[src/rtl/dr_loader_pkg.sv]
// Shared types and constants for the data-register byte loader.
// The optional WAIT timeout is enabled by defining DR_LOADER_TIMEOUT_EN.
package dr_loader_pkg;

  typedef enum logic [2:0] {
    ST_IDLE = 3'd0,
    ST_REQ  = 3'd1,
    ST_WAIT = 3'd2,
    ST_LOAD = 3'd3,
    ST_DONE = 3'd4
  } state_e;

  localparam logic [1:0] SZ_BYTE    = 2'b00;
  localparam logic [1:0] SZ_HALF    = 2'b01;
  localparam logic [1:0] SZ_WORD    = 2'b10;
  localparam logic [1:0] SZ_ILLEGAL = 2'b11;

  localparam logic [1:0] FS_SEXT = 2'b00;
  localparam logic [1:0] FS_ZEXT = 2'b01;
  localparam logic [1:0] FS_SHL  = 2'b10;
  localparam logic [1:0] FS_SHR  = 2'b11;

  localparam int TIMEOUT_CYCLES = 16;
  localparam int TMO_W          = 4;

  // Highest byte index (N-1) for a legal size code.
  function automatic logic [1:0] last_index(input logic [1:0] sz);
    case (sz)
      SZ_BYTE: last_index = 2'd0;
      SZ_HALF: last_index = 2'd1;
      default: last_index = 2'd3;
    endcase
  endfunction

endpackage

[src/rtl/dr_byte_loader.sv]
// Fetches a 1/2/4-byte operand one byte at a time and shifts it MSB-first into the data register.
// Define DR_LOADER_TIMEOUT_EN to abort a WAIT that sees no mem_valid for TIMEOUT_CYCLES cycles.
module dr_byte_loader
  import dr_loader_pkg::*;
#(
  parameter int ADDR_W = 16
) (
  input  logic              clk,
  input  logic              rst_n,
  input  logic              start,
  input  logic [ADDR_W-1:0] base_addr,
  input  logic [1:0]        size,
  input  logic              sext,
  input  logic              little,
  output logic              mem_rd,
  output logic [ADDR_W-1:0] mem_addr,
  input  logic              mem_valid,
  input  logic [7:0]        mem_data,
  output logic              dr_e,
  output logic [1:0]        dr_funsel,
  output logic [7:0]        dr_i,
  output logic              busy,
  output logic              done,
  output logic              err,
  output state_e            dbg_state
);

  // Handshake: mem_rd is a one-cycle request with mem_addr; the memory answers
  // later with a one-cycle mem_valid/mem_data, which is only accepted in WAIT.
  state_e            state_q;
  logic [1:0]        idx_q;
  logic [ADDR_W-1:0] base_q;
  logic [1:0]        size_q;
  logic              sext_q;
  logic              little_q;
  logic              mem_rd_q;
  logic [ADDR_W-1:0] mem_addr_q;
  logic              dr_e_q;
  logic [1:0]        dr_funsel_q;
  logic [7:0]        dr_i_q;
  logic              busy_q;
  logic              done_q;
  logic              err_q;
`ifdef DR_LOADER_TIMEOUT_EN
  logic [TMO_W-1:0]  tmo_q;
`endif

  logic [1:0]        first_off_d;
  logic [ADDR_W-1:0] first_addr_d;
  logic [1:0]        idx_d;
  logic [1:0]        next_off_d;
  logic [ADDR_W-1:0] next_addr_d;
  logic [1:0]        load_fs_d;

  // Little-endian operands are walked from the top byte down so the
  // register always receives the most significant byte first.
  always_comb begin
    first_off_d  = little ? last_index(size) : 2'd0;
    first_addr_d = base_addr + ADDR_W'(first_off_d);
    idx_d        = idx_q + 2'd1;
    next_off_d   = little_q ? (last_index(size_q) - idx_d) : idx_d;
    next_addr_d  = base_q + ADDR_W'(next_off_d);
    if (idx_q == 2'd0) begin
      load_fs_d = sext_q ? FS_SEXT : FS_ZEXT;
    end else begin
      load_fs_d = FS_SHL;
    end
  end

  always_ff @(posedge clk) begin
    if (!rst_n) begin
      state_q     <= ST_IDLE;
      idx_q       <= 2'd0;
      base_q      <= '0;
      size_q      <= 2'b00;
      sext_q      <= 1'b0;
      little_q    <= 1'b0;
      mem_rd_q    <= 1'b0;
      mem_addr_q  <= '0;
      dr_e_q      <= 1'b0;
      dr_funsel_q <= 2'b00;
      dr_i_q      <= 8'h00;
      busy_q      <= 1'b0;
      done_q      <= 1'b0;
      err_q       <= 1'b0;
`ifdef DR_LOADER_TIMEOUT_EN
      tmo_q       <= '0;
`endif
    end else begin
      mem_rd_q <= 1'b0;
      dr_e_q   <= 1'b0;
      done_q   <= 1'b0;
      err_q    <= 1'b0;
      case (state_q)
        ST_IDLE: begin
          if (start) begin
            if (size == SZ_ILLEGAL) begin
              err_q <= 1'b1;
            end else begin
              base_q     <= base_addr;
              size_q     <= size;
              sext_q     <= sext;
              little_q   <= little;
              idx_q      <= 2'd0;
              state_q    <= ST_REQ;
              busy_q     <= 1'b1;
              mem_rd_q   <= 1'b1;
              mem_addr_q <= first_addr_d;
            end
          end
        end
        ST_REQ: begin
          state_q    <= ST_WAIT;
          mem_addr_q <= '0;
`ifdef DR_LOADER_TIMEOUT_EN
          tmo_q      <= '0;
`endif
        end
        ST_WAIT: begin
          if (mem_valid) begin
            state_q     <= ST_LOAD;
            dr_e_q      <= 1'b1;
            dr_i_q      <= mem_data;
            dr_funsel_q <= load_fs_d;
          end
`ifdef DR_LOADER_TIMEOUT_EN
          else if (tmo_q == TMO_W'(TIMEOUT_CYCLES - 1)) begin
            state_q <= ST_IDLE;
            busy_q  <= 1'b0;
            err_q   <= 1'b1;
          end else begin
            tmo_q <= tmo_q + 1'b1;
          end
`endif
        end
        ST_LOAD: begin
          dr_funsel_q <= 2'b00;
          dr_i_q      <= 8'h00;
          if (idx_q == last_index(size_q)) begin
            state_q <= ST_DONE;
            done_q  <= 1'b1;
          end else begin
            idx_q      <= idx_d;
            state_q    <= ST_REQ;
            mem_rd_q   <= 1'b1;
            mem_addr_q <= next_addr_d;
          end
        end
        ST_DONE: begin
          state_q <= ST_IDLE;
          busy_q  <= 1'b0;
        end
        default: begin
          state_q <= ST_IDLE;
          busy_q  <= 1'b0;
        end
      endcase
    end
  end

  assign mem_rd    = mem_rd_q;
  assign mem_addr  = mem_addr_q;
  assign dr_e      = dr_e_q;
  assign dr_funsel = dr_funsel_q;
  assign dr_i      = dr_i_q;
  assign busy      = busy_q;
  assign done      = done_q;
  assign err       = err_q;
  assign dbg_state = state_q;

endmodule

[config.mk]
export PLATFORM = sky130hd
export DESIGN_NAME = dr_byte_loader
export DESIGN_NICKNAME = d
export VERILOG_FILES = /design/src/rtl/dr_loader_pkg.sv /design/src/rtl/dr_byte_loader.sv
export SDC_FILE = /design/constraint.sdc
export NUM_CORES = 1
export LEC_CHECK = 0
export BUFFER_PORTS_ARGS = -buffer_cell sky130_fd_sc_hd__buf_4
export CAP_MARGIN = 20
export CORE_ASPECT_RATIO = 1.1
export CORE_MARGIN = 5
export CORE_UTILIZATION = 45
export DETAILED_ROUTE_END_ITERATION = 8
export GPL_TIMING_DRIVEN = 1
export PLACE_DENSITY_LB_ADDON = 0.25
export SLEW_MARGIN = 30
export SYNTH_ARGS = -nofsm -noshare
export SYNTH_HDL_FRONTEND = slang
export SYNTH_SLANG_ARGS = --single-unit
[constraint.sdc]
create_clock -name clk -period 2.3 [get_ports clk]
set_clock_uncertainty 0.1 [all_clocks]
set_input_delay 0.23 -clock clk [delete_from_list [all_inputs] [get_ports clk]]
set_output_delay 0.23 -clock clk [all_outputs]
set_load 0.03 [all_outputs]
==> metrics, run 1 <==
busiest grt layer=met2; Rows=31; Initial Utilization=between 40% and 50%; layout cells sized above 1=31.3%; Final Setup Violations=5; minimum clock period=roughly 2.4 ns; largest net degree at the start of global routing=25; fmax=between 0.4 and 0.5 GHz; library cells used by synthesis=54; warnings from Yosys=0; type of destination of the critical path=register; Min-Delay Startpoint=mem_data[2]; most used cell, CP=xor2_1; Remaining DRCs=0; first-pass GRT wire length=around 13 mm; Worst Hold Depth=2; Die Area=just over 8000 sq um; mean cell area of the mapped netlist=just under 9 sq um; crit path DAT=2.47 ns; average wire per standard cell=between 15 and 20 um; Max clock buf depth=2; Via Count=approximately 2700; area of the multi-input gates=about 1800 sq um; GRT Util Overall=a little under a fifth; clock root cell=clkbuf_8; DP Area=about 3600 sq um; hold endpoint=dr_i[2]; Final WS setup=-0.0643 ns; TritonRoute pass-1 iters=4; PD cells=around 620 nW/um^2; post-place setup slack=-0.196 ns; Syn Nets=between 300 and 400; routability congestion estimate from global placement=0.881; H-tree depth=2; final cell count without fillers=approximately 500; RSZ-0062 raised after global routing=yes; Top FF cell, synth=dfxtp_1; antenna cells=0; CORE AREA=between 6000 and 7000 sq um; Post-CTS Hold Buffers=0; total CTS buffers=5; Slew @ Worst Pin=~0.65 ns; failing checks=setup timing; kind of critical path=register to register; R2R depth=12; vias per cell=between 5 and 6; die width=approximately 87 um; Iter 0 DRT Violations=between 100 and 150; Seq/Total Area, Yosys=a little under two fifths; r2r setup slk=-0.06 ns; Die H=roughly 95 um; Pins Over Slew Limit=0; CP peak stage delay=0.35 ns; CTS tree=yes; met2 usage=33.4%; DP HPWL=~5.8 mm; total grt overflow=0; Reg-to-Reg End=mem_addr[10]; Worst-Skew Late Latency=0.31 ns; crit-path max FO=5; synth top area cells=dfxtp_1 (38%), nand2_1 (7.3%), a21boi_0 (4.8%); endpoints failing hold=0; Cell Area, Synth=approximately 2900 sq um; CTS sink cnt=56; Seq. cell area=1120 sq um; RR Startpoint=size_q[1]; worst hold path type=input pin to register; Syn Inst Count=about 340; WL final=about 7.6 mm; Critical Path RT=around 2.4 ns; Async SR Flop Fraction=0%; Placed Cells=between 400 and 500; met1 Track Usage GR=a little under a quarter; leak pwr=1.61 nW; # IOs=between 60 and 70; worst rel slew slack=about 56%; Port Buffers=65; outcome=finished, violations left; crit path cell chain=nor2_4, ha_4, xor2_1, nand2_1, xnor2_2, fa_2, nand4_1, buf_6, nor3_2, xor2_1, a221oi_2, nor2_1; number of synthesized flops with an enable pin=0; clock-pin slew on the worst setup and hold paths=~0.10 ns; Area Overhead vs Synth=30.5%; Final period util=103%; antenna-violating nets left=0; Design Area, Final=between 3000 and 4000 sq um; largest area contributor in the netlist=dfxtp_1; CP max stage cell=dfxtp_2; kind of start point of the critical path=register; nets=roughly 460; Max IR drop VDD=roughly 0.00038 V; share of the synthesized area in the top cell type=a little under two fifths; vias in the first global route=2659; setup TNS=-0.147 ns; initial antenna violation count=0; max cap viols=0; Seq cells post-synth=56; met3 GRT Util=roughly 2.6%; fillers=around 590
what timing repair did:
| item | in CTS | in global routing |
|---|---|---|
| setup endpoints to repair | 11 | 14 |
| gates resized for setup | 16 | 8 |
| gates cloned | 0 | 0 |
| buffers inserted | 1 | 0 |
| pin swaps | 15 | 7 |
cell families (layout without fill, tap and decap cells):
kind of cell    after synthesis  after routing  synth area share, %
fa+ha+maj                     8              8                 3.90
flops                        56             56                 38.0
buf+inv                      30            105                 5.26
xor+xnor                     25             25                 7.43
mux                           4              4                 1.36
compound gates               88             88                 22.6
simple gates                130            130                 21.4
where the power goes:
part           switching [mW]  internal (mW)  leakage, nW  total [mW]
Combinational           0.401          0.287         1.10       0.688
Clock                   0.334          0.225       0.0491       0.559
Sequential             0.0650           1.06        0.460        1.12
Total                   0.800           1.57         1.61        2.37
through the flow:
step	total power, mW	utilization [%]	hold slack [ns]
floorplan	1.56	-	0.256
global placement	1.80	56.0	0.344
detailed placement	1.81	56.0	0.353
CTS	2.39	58.7	0.0282
global route	2.50	59.4	0.0139
finish	2.37	59.4	0.0337
flip-flops by register name (all words and copies together), names as in the netlist, 2 cells and up:
signal and count:
size_q 2, mem_addr 16, dr_funsel 2, idx_q 2
dr_i 8, dbg_state 3, base_q 16
synthesized netlist by cell type, drive strengths merged (4+ instances only):
master,n
and2,6
a22o,8
clkbuf,9
dfxtp,56
xor2,12
inv,10
mux2i,4
nor4,4
o21ai,19
xnor2,13
a21boi,21
a21oi,10
nor2,17
nand3,11
ha,6
nand2,57
nor3,9
buf,11
nand4,9
how the worst max path moves through the flow:
stage,startpoint,endpoint,slack (ns),depth (start not counted)
final,size_q[1],mem_addr[10],-0.06,12
after detailed placement,size_q[1],mem_addr[15],-0.20,12
after global placement,size_q[1],mem_addr[12],-0.18,11
after CTS,size_q[1],mem_addr[10],-0.05,12
after global routing,size_q[1],mem_addr[15],-0.17,12
after floorplan,size_q[1],mem_addr[12],-0.04,11
cell type report:
type / count / area share, %
clock buffer: 5 / 1.79
clock inverter: 3 / 0.683
inverter: 10 / 0.976
multi-input combinational: 255 / 47.2
sequential: 56 / 29.2
tap: 82 / 2.67
timing repair buffer: 87 / 17.5
cell usage in the layout, fill, tap and decap left out, types with 4 or more instances in the layout:
cell type  instances
ha_1               5
dfxtp_1           53
nand3_1           10
a21boi_0          19
inv_1              9
xor2_1            11
and2_1             6
buf_4             84
nand2_1           57
xnor2_1           12
o21ai_0           13
a21oi_1            7
clkbuf_8           5
mux2i_1            4
nor2_1            14
nor3_1             6
a22o_1             8
nand4_1            9
layer usage:
layer / vias to the layer above / wire length [um] / share of wire, %
li1: 1356 / - / -
met1: 1281 / 3370 / 44
met2: 52 / 3740 / 49
met3: 10 / 360 / 4.7
met4: 0 / 126 / 1.7
met5: - / 0 / 0
worst max-delay path: cells and delay by family (launching register included):
kind	cells	cell delay [ns]
DFF	1	0.35
AOI/OAI and AO/OA	1	0.27
xor gates and xnor gates	3	0.48
buffers and inverters	1	0.15
and+or+nand+nor	5	0.45
adders and majority gates	2	0.48
Note: power is estimated with default switching activity, not from simulation.
==> inputs of run 2 (changes only) <==
--- a/config.mk
+++ b/config.mk
@@ -12,8 +12,7 @@
 export CORE_UTILIZATION = 45
 export DETAILED_ROUTE_END_ITERATION = 8
 export GPL_TIMING_DRIVEN = 1
-export PLACE_DENSITY_LB_ADDON = 0.25
-export SLEW_MARGIN = 30
+export PLACE_DENSITY = 0.71
 export SYNTH_ARGS = -nofsm -noshare
 export SYNTH_HDL_FRONTEND = slang
 export SYNTH_SLANG_ARGS = --single-unit
==> metrics, run 2 (same netlist as run 1, synthesis figures left out) <==
outcome=finished, violations left; failing checks=setup timing; total grt overflow=0 (unchanged); Min-Delay Startpoint=mem_data[0]; commonest non-fill, non-tap cells in the layout=buf_4 (88), nand2_1 (57), dfxtp_1 (53), a21boi_0 (19), o21ai_0 (13); RSZ-0062 raised after global routing=yes; antenna-violating nets left=0 (unchanged); Via Count=2811 (+4.1%); Final Setup Violations=11 (+6); total CTS buffers=5 (unchanged); Die Area=8270 sq um (unchanged); # IOs=66 (unchanged); H-tree depth=2 (unchanged); Remaining DRCs=0 (unchanged); commonest non-fill, non-tap cell in the layout=buf_4; CTS sink cnt=56 (unchanged); leak pwr=1.63 nW (+1.2%); CORE AREA=6480 sq um (unchanged); Die H=94.9 um (unchanged); Initial Utilization=45.5% (unchanged); Rows=31 (unchanged); Slew @ Worst Pin=0.650 ns (+0.00402 ns); GRT Util Overall=19.3% (+0.53 points); TritonRoute pass-1 iters=4 (unchanged); crit path DAT=2.62 ns (+0.15 ns); antenna cells=0 (unchanged); Critical Path RT=2.41 ns (about the same); Post-CTS Hold Buffers=0 (unchanged); total power=2.41 mW (+1.6%); final cell count without fillers=502 (+0.80%); routability congestion estimate from global placement=0.864 (-1.9%); kind of critical path=register to register; worst hold path type=input pin to register; PD cells=618 nW/um^2 (+0.43%); CTS tree=yes; Port Buffers=65 (unchanged); Placed Cells=491 (+0.41%); setup TNS=-1.17 ns (-1.02 ns); average wire per standard cell=15.9 um (+4.5%); vias in the first global route=2681 (+0.83%); fillers=589 (+0.51%); initial antenna violation count=0 (unchanged); largest net degree at the start of global routing=39 (+56%); first-pass GRT wire length=12.7 mm (+1.1%); fmax=0.398 GHz (-5.9%); layout cells sized above 1=32.6% (+1.4 points); minimum clock period=2.51 ns (+0.147 ns); DP HPWL=5.85 mm (+1.5%); die width=87.2 um (unchanged); type of destination of the critical path=register; Pins Over Slew Limit=0 (unchanged); crit-path max FO=4 (-1); clock-pin slew on the worst setup and hold paths=0.11 ns (about the same); RR Startpoint=size_q[1]; max cap viols=0 (unchanged); Critical Path Start=size_q[1]; Area Overhead vs Synth=32.0%; Worst-Skew Late Latency=0.32 ns (about the same); kind of start point of the critical path=register; WL final=8.00 mm (+5.3%); clock root cell=clkbuf_8; vias per cell=5.60 (+3.3%); Final WS setup=-0.212 ns (-0.147 ns); nets=459 (+0.88%); Iter 0 DRT Violations=128 (+2.4%); Final period util=109% (+6.4 points); Max clock buf depth=2 (unchanged); Max IR drop VDD=0.000366 V (-3.6%); endpoints failing hold=0 (unchanged); worst rel slew slack=56.7% (+0.19 points)
## run 2: cell type report
type / count / area, sq um / area share (%)
clock buffer: 5 / 68.8 / 1.77
sequential: 56 / 1120 / 28.9
timing repair buffer: 91 / 703 / 18.1
inverter: 10 / 37.5 / 0.964
multi-input combinational: 255 / 1830 / 47.0
clock inverter: 3 / 26.3 / 0.675
tap: 82 / 103 / 2.64
## run 2: power breakdown
group | leakage (nW) | switching [mW] | total (mW) | internal [mW]
sequential | 0.460 | 0.0637 | 1.12 | 1.06
clock | 0.0491 | 0.360 | 0.585 | 0.225
combinational | 1.12 | 0.409 | 0.701 | 0.293
total | 1.63 | 0.832 | 2.41 | 1.57
## run 2: per-stage QoR
step                      cell area (sq um)  hold WS, ns  setup WS, ns  utilization [%]
after global routing                   3890       0.0160        -0.335             60.1
after global placement                 3640        0.342        -0.178             56.2
final                                  3890       0.0220        -0.212             60.1
after detailed placement               3640        0.352        -0.254             56.2
after floorplan                        2990        0.256       -0.0377                -
after CTS                              3800       0.0214        -0.111             58.6
## run 2: layer usage
metal	track usage, %	part of all wire [%]
met5	0	0
met4	7.93	3.4
met3	4.10	6.8
met2	32.5	49
met1	23.8	41
## run 2: worst max-delay path, stage by stage (launching register included)
cell	delay, ns
dfxtp_2	0.35
nor2_4	0.12
ha_4	0.13
xor2_1	0.15
nand2_1	0.11
xnor2_2	0.17
fa_2	0.36
nand4_1	0.12
buf_6	0.14
buf_4	0.13
nor2_2	0.04
xor2_1	0.13
a22oi_1	0.25
a21oi_1	0.11
## run 2: path summary, 6_finish.rpt
path,to,cells past startpoint,slack [ns]
setup reg to reg,mem_addr[8],13,-0.21
hold / removal,dr_i[0],2,0.02
hold reg to reg,mem_addr[3],2,0.37
setup / recovery,mem_addr[8],13,-0.21
## run 2: what timing repair did
item	4_1_cts	5_1_grt
pin swaps	11	14
endpoints found under the hold margin	0	0
setup endpoints to repair	13	14
resized for setup	12	16
buffers inserted	1	2
